--- config.mk ---
export PLATFORM = sky130hd
export DESIGN_NAME = writeback_combine_flat
export DESIGN_NICKNAME = d
export VERILOG_FILES = /design/src/rtl/writeback_combine_if.sv /design/src/rtl/writeback_combine.sv /design/src/flat_wrapper.sv
export SDC_FILE = /design/constraint.sdc
export NUM_CORES = 1
export LEC_CHECK = 0
export CORE_MARGIN = 1
export CORE_UTILIZATION = 40
export DETAILED_ROUTE_END_ITERATION = 12
export MAX_ROUTING_LAYER = met4
export PLACE_DENSITY = 0.78
export SLEW_MARGIN = 10
export SYNTH_ARGS = -nofsm -noshare
export SYNTH_HDL_FRONTEND = slang
export SYNTH_SLANG_ARGS = --single-unit
--- constraint.sdc ---
create_clock -name clk -period 10.8 [get_ports clk]
set_clock_uncertainty 0.15 [all_clocks]
set_input_delay 2.16 -clock clk [delete_from_list [all_inputs] [get_ports clk]]
set_output_delay 2.16 -clock clk [all_outputs]
set_load 0.005 [all_outputs]
--- src/rtl/writeback_combine_if.sv ---
// Signal bundle between the memory stage, writeback_combine and its consumers.
// The slave modport is the writeback stage; master is the upstream/memory side.
interface writeback_combine_if #(
   parameter int NPORTS = 2
);
   logic                   halt;
   logic                   bubble_in;
   logic [NPORTS*5-1:0]    tgt_in;
   logic [4:0]             opcode;
   logic                   is_load;
   logic                   is_store;
   logic                   load_signed;
   logic [NPORTS*32-1:0]   alu_result;
   logic [31:0]            addr;
   logic [31:0]            mem_result;
   logic                   mem_valid;
   logic                   mem_hi_req;
   logic                   stall_out;
   logic [NPORTS*32-1:0]   result_out;
   logic [NPORTS-1:0]      wb_we_out;
   logic [NPORTS*5-1:0]    wb_tgt_out;
   logic [NPORTS*32-1:0]   wb_result_out;

   modport master (
      output halt, bubble_in, tgt_in, opcode, is_load, is_store, load_signed,
             alu_result, addr, mem_result, mem_valid,
      input  mem_hi_req, stall_out, result_out, wb_we_out, wb_tgt_out, wb_result_out
   );

   modport slave (
      input  halt, bubble_in, tgt_in, opcode, is_load, is_store, load_signed,
             alu_result, addr, mem_result, mem_valid,
      output mem_hi_req, stall_out, result_out, wb_we_out, wb_tgt_out, wb_result_out
   );
endinterface

--- src/rtl/writeback_combine.sv ---
// Writeback stage: load extraction with a two-beat combiner for loads that
// cross a word boundary, feeding NPORTS registered register-file write ports.
module writeback_combine #(
   parameter int NPORTS   = 2,
   parameter int MISALIGN = 1
) (
   input logic                clk,
   input logic                rst,
   writeback_combine_if.slave bus
);

   typedef enum logic {IDLE, HI} state_t;

   state_t                 state, state_nx;
   logic [31:0]            lo_reg;
   logic                   lo_load;
   logic                   stall;
   logic [2:0]             size;
   logic [1:0]             off;
   logic                   split;
   logic [31:0]            beat_lo, beat_hi;
   logic [31:0]            shifted;
   logic [31:0]            load_data;
   logic [NPORTS-1:0]      we;
   logic [NPORTS*32-1:0]   result;
   logic [NPORTS-1:0]      wb_we;
   logic [NPORTS*5-1:0]    wb_tgt;
   logic [NPORTS*32-1:0]   wb_result;
   logic                   unused_addr;

   assign unused_addr = ^bus.addr[31:2];

   // Access size in bytes; 0 marks a non-load opcode, which yields zero data.
   always_comb begin
      // NOTE: every always_comb output gets a default first, so no path can infer a latch.
      size = 3'd0;
      if (bus.opcode >= 5'd3 && bus.opcode <= 5'd5)       size = 3'd4;
      else if (bus.opcode >= 5'd6 && bus.opcode <= 5'd8)  size = 3'd2;
      else if (bus.opcode >= 5'd9 && bus.opcode <= 5'd11) size = 3'd1;
   end

   always_comb begin
      off = bus.addr[1:0];
      if (MISALIGN == 0) begin
         if (size == 3'd4)      off = 2'd0;
         else if (size == 3'd2) off[0] = 1'b0;
      end
   end

   assign split = (MISALIGN != 0) && bus.is_load && !bus.bubble_in
                  && (({1'b0, off} + size) > 3'd4);

   always_comb begin
      state_nx = state;
      stall    = 1'b0;
      lo_load  = 1'b0;
      beat_lo  = bus.mem_result;
      beat_hi  = 32'h0;
      case (state)
         IDLE: begin
            if (bus.is_load && !bus.bubble_in) begin
               if (!bus.mem_valid) begin
                  stall = 1'b1;
               end else if (split) begin
                  stall    = 1'b1;
                  lo_load  = 1'b1;
                  state_nx = HI;
               end
            end
         end
         HI: begin
            beat_lo = lo_reg;
            beat_hi = bus.mem_result;
            if (bus.mem_valid) state_nx = IDLE;
            else               stall    = 1'b1;
         end
         default: state_nx = IDLE;
      endcase
   end

   assign shifted = 32'({beat_hi, beat_lo} >> {off, 3'b000});

   always_comb begin
      case (size)
         3'd4:    load_data = shifted;
         3'd2:    load_data = {{16{bus.load_signed & shifted[15]}}, shifted[15:0]};
         3'd1:    load_data = {{24{bus.load_signed & shifted[7]}}, shifted[7:0]};
         default: load_data = 32'h0;
      endcase
   end

   // Port 0 is the only port that can carry load data or be suppressed by a store.
   always_comb begin
      result = bus.alu_result;
      if (bus.is_load) result[31:0] = load_data;
      we = '0;
      for (int i = 0; i < NPORTS; i++) begin
         we[i] = (bus.tgt_in[i*5 +: 5] != 5'd0) && (bus.opcode != 5'd12) && !bus.bubble_in;
      end
      if (bus.is_store) we[0] = 1'b0;
   end

   // NOTE: sequential state uses non-blocking assignments so every register samples pre-edge values.
   always_ff @(posedge clk or posedge rst) begin
      if (rst) begin
         state     <= IDLE;
         lo_reg    <= 32'h0;
         wb_we     <= '0;
         wb_tgt    <= '0;
         wb_result <= '0;
      end else if (!bus.halt) begin
         state <= state_nx;
         if (lo_load) lo_reg <= bus.mem_result;
         if (stall) begin
            wb_we <= '0;
         end else begin
            wb_we     <= we;
            wb_tgt    <= bus.tgt_in;
            wb_result <= result;
         end
      end
   end

   assign bus.mem_hi_req    = (state == HI);
   assign bus.stall_out     = stall;
   assign bus.result_out    = result;
   assign bus.wb_we_out     = wb_we;
   assign bus.wb_tgt_out    = wb_tgt;
   assign bus.wb_result_out = wb_result;

endmodule
--- src/flat_wrapper.sv ---
// flat-port wrapper written by rule: the top's interface ports become plain ports
module writeback_combine_flat 
#(
   parameter int NPORTS   = 2,
   parameter int MISALIGN = 1
)
  (clk, rst, bus_halt, bus_bubble_in, bus_tgt_in, bus_opcode, bus_is_load, bus_is_store, bus_load_signed, bus_alu_result, bus_addr, bus_mem_result, bus_mem_valid, bus_mem_hi_req, bus_stall_out, bus_result_out, bus_wb_we_out, bus_wb_tgt_out, bus_wb_result_out);
  writeback_combine_if #(.NPORTS(NPORTS)) bus_i ();
  input logic clk;
  input logic rst;
  input wire logic [$bits(bus_i.halt)-1:0] bus_halt;
  input wire logic [$bits(bus_i.bubble_in)-1:0] bus_bubble_in;
  input wire logic [$bits(bus_i.tgt_in)-1:0] bus_tgt_in;
  input wire logic [$bits(bus_i.opcode)-1:0] bus_opcode;
  input wire logic [$bits(bus_i.is_load)-1:0] bus_is_load;
  input wire logic [$bits(bus_i.is_store)-1:0] bus_is_store;
  input wire logic [$bits(bus_i.load_signed)-1:0] bus_load_signed;
  input wire logic [$bits(bus_i.alu_result)-1:0] bus_alu_result;
  input wire logic [$bits(bus_i.addr)-1:0] bus_addr;
  input wire logic [$bits(bus_i.mem_result)-1:0] bus_mem_result;
  input wire logic [$bits(bus_i.mem_valid)-1:0] bus_mem_valid;
  output wire logic [$bits(bus_i.mem_hi_req)-1:0] bus_mem_hi_req;
  output wire logic [$bits(bus_i.stall_out)-1:0] bus_stall_out;
  output wire logic [$bits(bus_i.result_out)-1:0] bus_result_out;
  output wire logic [$bits(bus_i.wb_we_out)-1:0] bus_wb_we_out;
  output wire logic [$bits(bus_i.wb_tgt_out)-1:0] bus_wb_tgt_out;
  output wire logic [$bits(bus_i.wb_result_out)-1:0] bus_wb_result_out;
  assign bus_i.halt = bus_halt;
  assign bus_i.bubble_in = bus_bubble_in;
  assign bus_i.tgt_in = bus_tgt_in;
  assign bus_i.opcode = bus_opcode;
  assign bus_i.is_load = bus_is_load;
  assign bus_i.is_store = bus_is_store;
  assign bus_i.load_signed = bus_load_signed;
  assign bus_i.alu_result = bus_alu_result;
  assign bus_i.addr = bus_addr;
  assign bus_i.mem_result = bus_mem_result;
  assign bus_i.mem_valid = bus_mem_valid;
  assign bus_mem_hi_req = bus_i.mem_hi_req;
  assign bus_stall_out = bus_i.stall_out;
  assign bus_result_out = bus_i.result_out;
  assign bus_wb_we_out = bus_i.wb_we_out;
  assign bus_wb_tgt_out = bus_i.wb_tgt_out;
  assign bus_wb_result_out = bus_i.wb_result_out;
  writeback_combine #(.NPORTS(NPORTS), .MISALIGN(MISALIGN)) u_core (.clk(clk), .rst(rst), .bus(bus_i));
endmodule
* After elaboration in Yosys (flattened, before gate mapping)
Cells that the tools add are included.
Cells by class: bitwise gates (word level) 5, mux-type cells 18, add/subtract/negate cells 1, div/mod/pow operators 0, $mul 0, eq/ne operators 4, shifts and indexed selects 1, reduce and logical (&&, ||, !) cells 14, $lt $le $gt $ge 7
Operators by type and width (number):
- 32-bit 2-to-1 mux | 3
- 32-bit one-hot mux with 3 select lines | 1
- 64-bit by 5-bit >> shifter with 32-bit output | 1
- 5-bit by 4-bit less-or-equal comparator with 1-bit output (second input constant) | 2
- 5-bit nonzero test | 2
- 1-bit logical AND | 9
- 1-bit 2-to-1 mux | 9
- 3-bit 2-to-1 mux | 2
- 5-bit by 2-bit >= comparator with 1-bit output (second input constant) | 1
- 5-bit by 3-bit >= comparator with 1-bit output (second input constant) | 1
- 5-bit by 4-bit >= comparator with 1-bit output (second input constant) | 1
- 5-bit by 3-bit less-or-equal comparator with 1-bit output (second input constant) | 1
- 5-bit by 4-bit inequality test with 1-bit output (second input constant) | 1
- 1-bit one-hot mux with 2 select lines | 2
- 2-bit AND reduction | 2
- 2-bit by 3-bit adder with 3-bit output | 1
- 3-bit by 1-bit equality test with 1-bit output (second input constant) | 1
- 3-bit by 2-bit equality test with 1-bit output (second input constant) | 1
- 3-bit equality test (second input constant) | 1
- 3-bit greater-than comparator (second input constant) | 1
- 1-bit NOT | 3
- 1-bit bitwise AND | 2
- 2-bit 2-to-1 mux | 1
- 1-bit zero test | 1
Word-level totals: bits in read-only memories 0, logic and storage cells 55, latch bits 0, bits in registers 109, memories kept 0, memory bits (writable) 0, output and inout port bits 142

* Logic depth before layout (Yosys ltp)
Gate-level depths: netlist of run 1.
depth after elaboration 14, depth in mapped cells 14, depth with buffers taken out 10

* Worst setup path after synthesis of run 1
OpenSTA, ideal clock, no wires.
path kind input to output, from in bus_addr[1], to out bus_stall_out, required time 8.490 ns, data arrival time 3.864 ns, path slack 4.626 ns, cell stages on the path 7, cell sequence inv_1 clkbuf_1 clkbuf_1 fa_1 a21oi_1 nand2_1 a21oi_1
Between the ends: longest elaborated chain between the ends 7
Ends and longest elaborated chain:
- from (decl) | RTL line flat_wrapper.sv:19 | input wire logic [$bits(bus_i.addr)-1:0] bus_addr;
- 2-bit by 3-bit adder with 3-bit output | RTL line writeback_combine.sv:51 | && (({1'b0, off} + size) > 3'd4);
- 3-bit greater-than comparator | RTL line writeback_combine.sv:51
- 1-bit logical AND | RTL line writeback_combine.sv:51
- 1-bit 2-to-1 mux | RTL line writeback_combine.sv:64 | end else if (split) begin
- 1-bit 2-to-1 mux | RTL line writeback_combine.sv:62 | if (!bus.mem_valid) begin
- 1-bit 2-to-1 mux | RTL line writeback_combine.sv:61 | if (bus.is_load && !bus.bubble_in) begin
- 1-bit one-hot mux with 2 select lines | RTL line writeback_combine.sv:59 | case (state)
- to (decl) | RTL line flat_wrapper.sv:23 | output wire logic [$bits(bus_i.stall_out)-1:0] bus_stall_out;
Every way passes these cells.

* Final worst setup path of run 1
Same ends and word-level chain as after synthesis.

==> results.sh, run 1 <==
export IMPL_outcome="finished clean"
export IMPL_endpoint_kind="output port"
export IMPL_fin_tns_setup_ns=0
export IMPL_ys_async_sr_fraction=1.00
export IMPL_syn_area_sq_um=6430
export IMPL_syn_nets=703
export IMPL_seqPwrFrac=0.412
export IMPL_insertion_delay_ns=0.35
export IMPL_synthXorXnorAreaFrac=0
export IMPL_final_util=0.600
export IMPL_cts_tree="yes"
export IMPL_drv_max_cap_violation_count=0
export IMPL_htreeDepth=3
export IMPL_synthTopCellsByCount="109 x dfrtp_1, 82 x mux2_2, 41 x mux2i_1"
export IMPL_power_share_switching=0.258
export IMPL_nets=908
export IMPL_crit_path_start_kind="input pin"
export IMPL_postLayoutSetupSlackWorst_ns=3.23
export IMPL_avgSynthCellArea_sq_um=11.7
export IMPL_design_die_area_sq_um=16600
export IMPL_hold_buffers=0
export IMPL_internal_power_uw=893
export IMPL_reg2regPathDepth=6
export IMPL_start_util=0.417
export IMPL_synth_edff_count=0
export IMPL_r2r_start="u_core.bus.mem_hi_req"
export IMPL_grt_pass1_wl_um=29400
export IMPL_grt_max_degree=63
export IMPL_numCtsBuffers=9
export IMPL_hp_class="reg -> reg"
export IMPL_avgRoutedWirePerCell_um=20.0
export IMPL_largest_reg_flops=64
export IMPL_ys_seq_elements=109
export IMPL_clkTransAtPathRegs_ns=0.07
export IMPL_die_w_um=129
export IMPL_cts_resized=0
export IMPL_num_rows=45
export IMPL_finalSetupViolCount=0
export IMPL_drive_above_1_share=0.172
export IMPL_place_congestion=0.845
export IMPL_port_buffers=262
export IMPL_period_minus_slack_ns=7.57
export IMPL_synth_simple_area_share=0.0529
export IMPL_synth_most_common_cell="dfrtp_1"
export IMPL_synth_compound_area_share=0.136
export IMPL_place_inst=955
export IMPL_path_max_fanout=29
export IMPL_clock_power_share=0.314
export IMPL_diodes=0
export IMPL_slew_headroom=0.174
export IMPL_final_cells=971
export IMPL_yosysWarnings=0
export IMPL_rr_endpoint="u_core.bus.wb_result_out[27]"
export IMPL_synth_seq_area_share=0.424
export IMPL_grt_usage=0.241
export IMPL_crit_end="bus_stall_out"
export IMPL_combPwrFrac=0.274
export IMPL_synth_area_leaders="dfrtp_1 42%, mux2_2 14%, mux4_2 7.3%"
export IMPL_vias=5361
export IMPL_cp_startpoint="bus_addr[1]"
export IMPL_drc=0
export IMPL_min_period_over_period=0.701
export IMPL_hold_violations=0
export IMPL_core_sq_um=15400
export IMPL_syn_to_final_growth_pct=43.9
export IMPL_hpwlAfterDp_um=14700
export IMPL_synth_top_area_frac=0.424
export IMPL_ir_drop_uv=97.5
export IMPL_path_class="in -> out"
export IMPL_via_per_inst=5.52
export IMPL_place_ws_ns=3.26
export IMPL_io_pins=293
export IMPL_synth_cell_type_count=47
export IMPL_p_leak_nw=3.77
export IMPL_syn_inst=550
export IMPL_synth_adder_area_share=0.00506
export IMPL_ant_nets=0
export IMPL_yosysTopAreaCell="dfrtp_1"
export IMPL_final_max_slew_violation_count=0
export IMPL_dieHeight_um=129
export IMPL_synth_top_family_by_area="multiplexers"
export IMPL_cts_sinks=109
export IMPL_firstDrtPassIters=4
export IMPL_whs_ns=0.349
export IMPL_p_switching_uw=311
export IMPL_clockBufferDepth=2
export IMPL_first_iter_violations=199
export IMPL_crit_required_ns=8.49
export IMPL_worst_pin_slew_ns=1.24
export IMPL_arrival_ns=5.26
export IMPL_synthFlopType="dfrtp_1"
export IMPL_wl_um=19400
export IMPL_cts_root_buf="clkbuf_16"
export IMPL_antenna_found_initial=0
export IMPL_pwr_density_cell_nw_per_um2=130
export IMPL_rsz0062_at_grt="false"
export IMPL_r2r_setup_slack_ns=8.06
export IMPL_fmax_mhz=132
export IMPL_grt_overflow_total=0
export IMPL_synthMuxAreaShare=0.298
export IMPL_grt_pass1_vias=5456
export IMPL_postCtsSetupRepairBufs=0
## layout by cell type (no fill, tap or decap), types with 3 or more instances in the layout
cell type	instances
o21ai_0	36
and2_1	3
clkdlybuf4s50_1	261
mux4_2	21
nor2_1	6
a22oi_1	4
clkbuf_8	3
a21oi_1	4
buf_4	7
nor2b_1	7
inv_1	20
a211oi_1	16
clkbuf_16	9
o22ai_1	9
o2bb2ai_1	21
or3_1	8
dfrtp_1	109
mux2i_1	41
o221ai_1	17
mux2_2	82
o211ai_1	7
nand2_1	24
mux2_1	10
## logic make-up (layout without fill, tap and decap cells)
logic type,after synthesis,count (layout)
mux,154,154
compound gates,123,123
flops,109,109
buf+inv,97,307
simple gates,65,65
fa+ha+maj,2,2
## layer usage
metal | part of all wire | wire length (um) | vias up | track usage
li1 | - | - | 2444 | -
met1 | 0.40 | 7800 | 2657 | 0.287
met2 | 0.50 | 9670 | 233 | 0.401
met4 | 0.021 | 411 | 0 | 0.0747
met5 | 0 | 0 | - | -
met3 | 0.078 | 1510 | 27 | 0.0607
## power by group through the flow
stage | sequential, mW | clock [mW] | combinational [mW]
3_5_place_dp | 0.503 | 0 | 0.332
3_3_place_gp | 0.498 | 0 | 0.325
2_1_floorplan | 0.501 | 0 | 0.140
5_1_grt | 0.503 | 0.402 | 0.354
6_report | 0.496 | 0.378 | 0.330
4_1_cts | 0.495 | 0.386 | 0.334
## worst min-delay path by stage
stage | from | to | slack, ns | cells past startpoint
finish | u_core.bus.wb_we_out[1] | u_core.bus.wb_we_out[1] | 0.35 | 2
global route | u_core.lo_reg[7] | u_core.lo_reg[7] | 0.37 | 1
CTS | u_core.bus.wb_we_out[1] | u_core.bus.wb_we_out[1] | 0.35 | 2
detailed placement | u_core.bus.wb_tgt_out[0] | u_core.bus.wb_tgt_out[0] | 0.34 | 1
global placement | u_core.bus.wb_we_out[1] | u_core.bus.wb_we_out[1] | 0.32 | 2
floorplan | u_core.bus.wb_we_out[1] | u_core.bus.wb_we_out[1] | 0.32 | 2
## worst max-delay path: stages
cell and delay (ns):
clkdlybuf4s50_1 0.55, inv_1 0.96, fa_1 0.56, a21oi_1 0.26, nand2_1 0.10, a21oi_1 0.15
clkdlybuf4s50_1 0.53
## per-stage QoR
step / instance area, sq um / power [mW]
2_1_floorplan: 6430 / 0.640
3_3_place_gp: 8920 / 0.823
3_5_place_dp: 8920 / 0.835
4_1_cts: 9260 / 1.22
5_1_grt: 9260 / 1.26
6_report: 9260 / 1.20
## cell type report
class                   instances  area (sq um)
fillers                      1262          6160
clock inverters                 4          77.6
repair buffers                269          2670
flip-flops and latches        109          2730
multi-input cells             344          3170
inverters                      22          85.1
well taps                     211           264
clock buffers                  12           267
No activity file was read; power rests on OpenSTA's default activity.
==> run 2, diff against run 1 <==
- clock period: 10.8 -> 7.28 ns (I/O delays scaled with it)
==> run 2 against run 1 <==
  * Die area is the same
  * Sequential share of layout area about the same
  * Largest power group unchanged
  * Routed wire length is 1.6% higher
  * Cell count up 0.31%
  * Design area about the same
  * Worst hold slack barely moved
  * Global-route usage grew 0.30 points
  * Setup slack lost 1.8 ns
==> results.sh, run 2 (same netlist as run 1, synthesis figures left out) <==
export IMPL_fill_cells=1256
export IMPL_wl_um=19700
export IMPL_numCtsBuffers=9
export IMPL_grt_max_degree=73
export IMPL_rsz0062_at_grt="false"
export IMPL_cpMostUsedCell="clkdlybuf4s50_1"
export IMPL_seqPwrFrac=0.416
export IMPL_final_max_slew_violation_count=0
export IMPL_die_w_um=129
export IMPL_design_die_area_sq_um=16600
export IMPL_path_max_fanout=18
export IMPL_fmax_mhz=170
export IMPL_clkTransAtPathRegs_ns=0.07
export IMPL_cts_tree="yes"
export IMPL_grt_pass1_vias=5408
export IMPL_ant_nets=0
export IMPL_crit_buf_inv=3
export IMPL_drc=0
export IMPL_outcome="finished clean"
export IMPL_dr_wl_met3_um=1210
export IMPL_multi_input_area_sq_um=3170
export IMPL_antenna_found_initial=0
export IMPL_place_congestion=0.838
export IMPL_layout_common_cells="261 x clkdlybuf4s50_1, 109 x dfrtp_1, 82 x mux2_2"
export IMPL_crit_required_ns=5.67
export IMPL_hpwlAfterDp_um=15000
export IMPL_top_layer="met4"
export IMPL_dieHeight_um=129
export IMPL_register_area_sq_um=2730
export IMPL_core_sq_um=15400
export IMPL_htreeDepth=3
export IMPL_dpl_cell_area_sq_um=8940
export IMPL_grt_overflow_total=0
export IMPL_start_util=0.417
export IMPL_crit_chain="clkdlybuf4s50_1 > inv_1 > fa_1 > o21ai_0 > o31a_1 > and2_1 > nand2_1 > a21oi_1 > clkdlybuf4s50_1"
export IMPL_clock_power_share=0.307
export IMPL_via_per_inst=5.49
export IMPL_cts_resized=0
export IMPL_arrival_ns=4.28
export IMPL_grt_usage=0.244
export IMPL_drt_met1_wl_um=8270
export IMPL_fin_tns_setup_ns=0
export IMPL_worst_pin_slew_ns=1.05
export IMPL_cts_root_buf="clkbuf_16"
export IMPL_vias=5345
export IMPL_critPathMaxStageDelay_ns=0.64
export IMPL_totalPowerFinal_mw=1.77
export IMPL_final_util=0.601
export IMPL_period_minus_slack_ns=5.89
export IMPL_min_period_over_period=0.809
export IMPL_path_class="in -> out"
export IMPL_layout_commonest_cell="clkdlybuf4s50_1"
export IMPL_met2_length_um=9870
export IMPL_clockBufferDepth=2
export IMPL_endpoint_kind="output port"
export IMPL_grt_pass1_wl_um=29600
export IMPL_insertion_delay_ns=0.36
export IMPL_num_rows=45
export IMPL_critPathTopFamily="buffers and inverters"
export IMPL_crit_path_start_kind="input pin"
export IMPL_finalSetupViolCount=0
export IMPL_hp_class="reg -> reg"
export IMPL_postCtsSetupRepairBufs=0
export IMPL_hold_violations=0
export IMPL_drive_above_1_share=0.174
export IMPL_drv_max_cap_violation_count=0
export IMPL_syn_to_final_growth_pct=44.0
export IMPL_finalInstanceArea_sq_um=9270
export IMPL_slew_headroom=0.303
export IMPL_hold_buffers=0
export IMPL_p_leak_nw=3.77
export IMPL_io_pins=293
export IMPL_cts_sinks=109
export IMPL_port_buffers=262
export IMPL_internal_power_mw=1.30
export IMPL_first_iter_violations=203
export IMPL_power_share_switching=0.266
export IMPL_diodes=0
export IMPL_avgRoutedWirePerCell_um=20.2
export IMPL_firstDrtPassIters=4
export IMPL_slowest_stage="clkdlybuf4s50_1"
export IMPL_largest_reg_flops=64
export IMPL_ir_drop_uv=116
export IMPL_p_switching_uw=472
export IMPL_nets=911
export IMPL_pwr_density_cell_nw_per_um2=191
export IMPL_combPwrFrac=0.277
==> run 2: changes by cell type in the layout (fill, tap and decap cells not counted) <==
cell	delta
clkbuf_8	-3
clkinv_4	+1
buf_4	+3
clkbuf_1	+1
inv_6	+1
==> run 2: worst paths after layout <==
path | from | endpoint | slack [ns] | cells after the start
min in group asynchronous | rst | u_core.bus.wb_result_out[54] | 1.33 | 2
worst max register to register | u_core.bus.mem_hi_req | u_core.bus.wb_result_out[54] | 3.99 | 5
max in group asynchronous | rst | u_core.bus.wb_result_out[8] | 4.29 | 3
worst min register to register | u_core.bus.wb_we_out[0] | u_core.bus.wb_we_out[0] | 0.35 | 1
worst min-delay path | u_core.bus.wb_we_out[0] | u_core.bus.wb_we_out[0] | 0.35 | 1
worst max-delay path | bus_addr[1] | bus_stall_out | 1.39 | 9
==> run 2: cell type report <==
class                   count  area share
inverters                  22     0.00918
multi-input cells         344       0.342
well taps                 211      0.0285
clock inverters             6      0.0103
flip-flops and latches    109       0.294
repair buffers            272       0.291
clock buffers              10      0.0247
==> run 2: power groups by stage <==
stage | combinational, mW | sequential, mW | clock (mW)
after floorplan | 0.207 | 0.743 | 0
after global placement | 0.482 | 0.740 | 0
after detailed placement | 0.493 | 0.747 | 0
after CTS | 0.497 | 0.736 | 0.553
after global routing | 0.526 | 0.748 | 0.574
final | 0.491 | 0.736 | 0.544
==> run 2: stage by stage <==
stage	hold slack [ns]	std cells	setup slack, ns
floorplan	0.324	550	2.51
global placement	0.321	958	1.48
detailed placement	0.336	958	1.42
CTS	0.351	974	1.41
global route	0.363	974	1.17
finish	0.350	974	1.39
==> run 2: per-layer routing <==
layer | vias to the layer above | global-route usage
met4 | 0 | 0.0734
met2 | 209 | 0.407
li1 | 2460 | -
met1 | 2652 | 0.300
met3 | 24 | 0.0453
met5 | - | -
==> run 3, diff against run 2 <==
- CORE_UTILIZATION: 40 -> 38
- PLACE_DENSITY: 0.78 -> 0.77
- clock period: 7.28 -> 5.4 ns (I/O delays scaled with it)
==> run 3 against run 2 <==
  * Largest power group unchanged
  * Sequential share of layout area shrank 0.20 points
  * Via count grew 0.36%
  * Critical path depth grew 3
  * Die area grew 5.2%
  * Core utilization shrank 3.8 points
  * Largest cell class unchanged
  * Design area grew 0.74%
  * Global-route usage shrank 0.78 points
  * Critical path type unchanged
==> results.sh, run 3 (same netlist as run 1, synthesis figures left out) <==
export IMPL_rr_endpoint="u_core.bus.wb_result_out[17]"
export IMPL_fmax_mhz=195
export IMPL_p_leak_nw=3.80
export IMPL_ir_drop_uv=182
export IMPL_r2r_setup_slack_ns=2.40
export IMPL_fill_cells=1430
export IMPL_path_max_fanout=7
export IMPL_layout_common_cells="261 x clkdlybuf4s50_1, 108 x dfrtp_1, 82 x mux2_2"
export IMPL_arrival_ns=3.90
export IMPL_cts_tree="yes"
export IMPL_cts_sinks=109
export IMPL_via_per_inst=5.44
export IMPL_finalSetupViolCount=0
export IMPL_avgRoutedWirePerCell_um=19.8
export IMPL_htreeDepth=3
export IMPL_hold_violations=0
export IMPL_reg2regPathDepth=6
export IMPL_grt_pass1_vias=5528
export IMPL_r2r_start="u_core.bus.mem_hi_req"
export IMPL_worst_pin_slew_ns=0.814
export IMPL_whs_ns=0.350
export IMPL_ant_nets=0
export IMPL_core_sq_um=16600
export IMPL_io_pins=293
export IMPL_cts_root_buf="clkbuf_16"
export IMPL_whs_path_depth=1
export IMPL_holdPathEnd="u_core.bus.wb_tgt_out[7]"
export IMPL_hp_class="reg -> reg"
export IMPL_dieHeight_um=132
export IMPL_cts_resized=0
export IMPL_clkTransAtPathRegs_ns=0.07
export IMPL_place_congestion=0.865
export IMPL_port_buffers=262
export IMPL_grt_overflow_total=0
export IMPL_wl_um=19500
export IMPL_pwr_density_cell_nw_per_um2=256
export IMPL_grt_max_degree=88
export IMPL_crit_path_start_kind="input pin"
export IMPL_firstDrtPassIters=5
export IMPL_hold_buffers=0
export IMPL_fin_tns_setup_ns=0
export IMPL_final_util=0.563
export IMPL_drive_above_1_share=0.180
export IMPL_design_die_area_sq_um=17500
export IMPL_postCtsSetupRepairBufs=0
export IMPL_num_rows=47
export IMPL_finalInstanceArea_sq_um=9330
export IMPL_drv_max_cap_violation_count=0
export IMPL_nets=914
export IMPL_endpoint_kind="output port"
export IMPL_path_class="in -> out"
export IMPL_clockBufferDepth=2
export IMPL_slew_headroom=0.457
export IMPL_outcome="finished clean"
export IMPL_drc=0
export IMPL_start_util=0.388
export IMPL_vias=5364
export IMPL_numCtsBuffers=9
export IMPL_hp_start="u_core.bus.wb_tgt_out[7]"
export IMPL_largest_reg_flops=64
export IMPL_hpwlAfterDp_um=15200
export IMPL_syn_to_final_growth_pct=45.1
export IMPL_crit_required_ns=4.17
export IMPL_final_max_slew_violation_count=0
export IMPL_period_minus_slack_ns=5.13
export IMPL_layout_commonest_cell="clkdlybuf4s50_1"
export IMPL_grt_pass1_wl_um=31100
export IMPL_min_period_over_period=0.949
export IMPL_dpl_cell_area_sq_um=9000
export IMPL_first_iter_violations=337
export IMPL_die_w_um=132
export IMPL_totalPowerFinal_mw=2.39
export IMPL_antenna_found_initial=0
export IMPL_rsz0062_at_grt="false"
export IMPL_grt_usage=0.236
export IMPL_insertion_delay_ns=0.35
export IMPL_diodes=0
export IMPL_cp_startpoint="bus_opcode[3]"
## run 3: worst max-delay path by stage
stage	to	slack, ns	cells after the start
floorplan	u_core.bus.mem_hi_req	1.30	1
global placement	bus_stall_out	0.37	11
detailed placement	bus_stall_out	0.31	11
CTS	bus_stall_out	0.30	11
global route	bus_stall_out	0.05	11
finish	bus_stall_out	0.27	12
## run 3: routing by layer
metal,routed length [um],vias to the layer above,GRT usage
li1,-,2461,-
met1,8300,2644,0.300
met2,9770,220,0.386
met3,1010,39,0.0327
met4,473,0,0.0827
met5,0,-,-
## run 3: metrics by stage
| step | setup WS (ns) | cells |
|---|---|---|
| after global placement | 0.369 | 970 |
| after detailed placement | 0.308 | 970 |
| after floorplan | 1.30 | 550 |
| final | 0.273 | 986 |
| after global routing | 0.0490 | 986 |
| after CTS | 0.305 | 986 |
## run 3: report_power, final
group	internal, mW	switching, mW
Sequential	0.928	0.0634
Combinational	0.415	0.246
Clock	0.424	0.313
Total	1.77	0.622
## run 3: area by class of cell
cell class | count | area (sq um) | area share
multi-input combinational | 344 | 3170 | 0.340
timing repair buffer | 275 | 2740 | 0.294
sequential | 109 | 2730 | 0.292
tap | 220 | 275 | 0.0295
clock buffer | 10 | 239 | 0.0256
clock inverter | 6 | 91.3 | 0.00979
inverter | 22 | 87.6 | 0.00938
## run 3: worst max-delay path: stages
cell and delay, ns:
clkdlybuf4s50_1 0.62, nand2b_1 0.16, nor3_1 0.24, ha_1 0.19, inv_1 0.05, fa_1 0.38, o21ai_0 0.10, o31a_1 0.17
and2_1 0.15, nand2_1 0.05, a21oi_1 0.17, clkdlybuf4s50_1 0.53
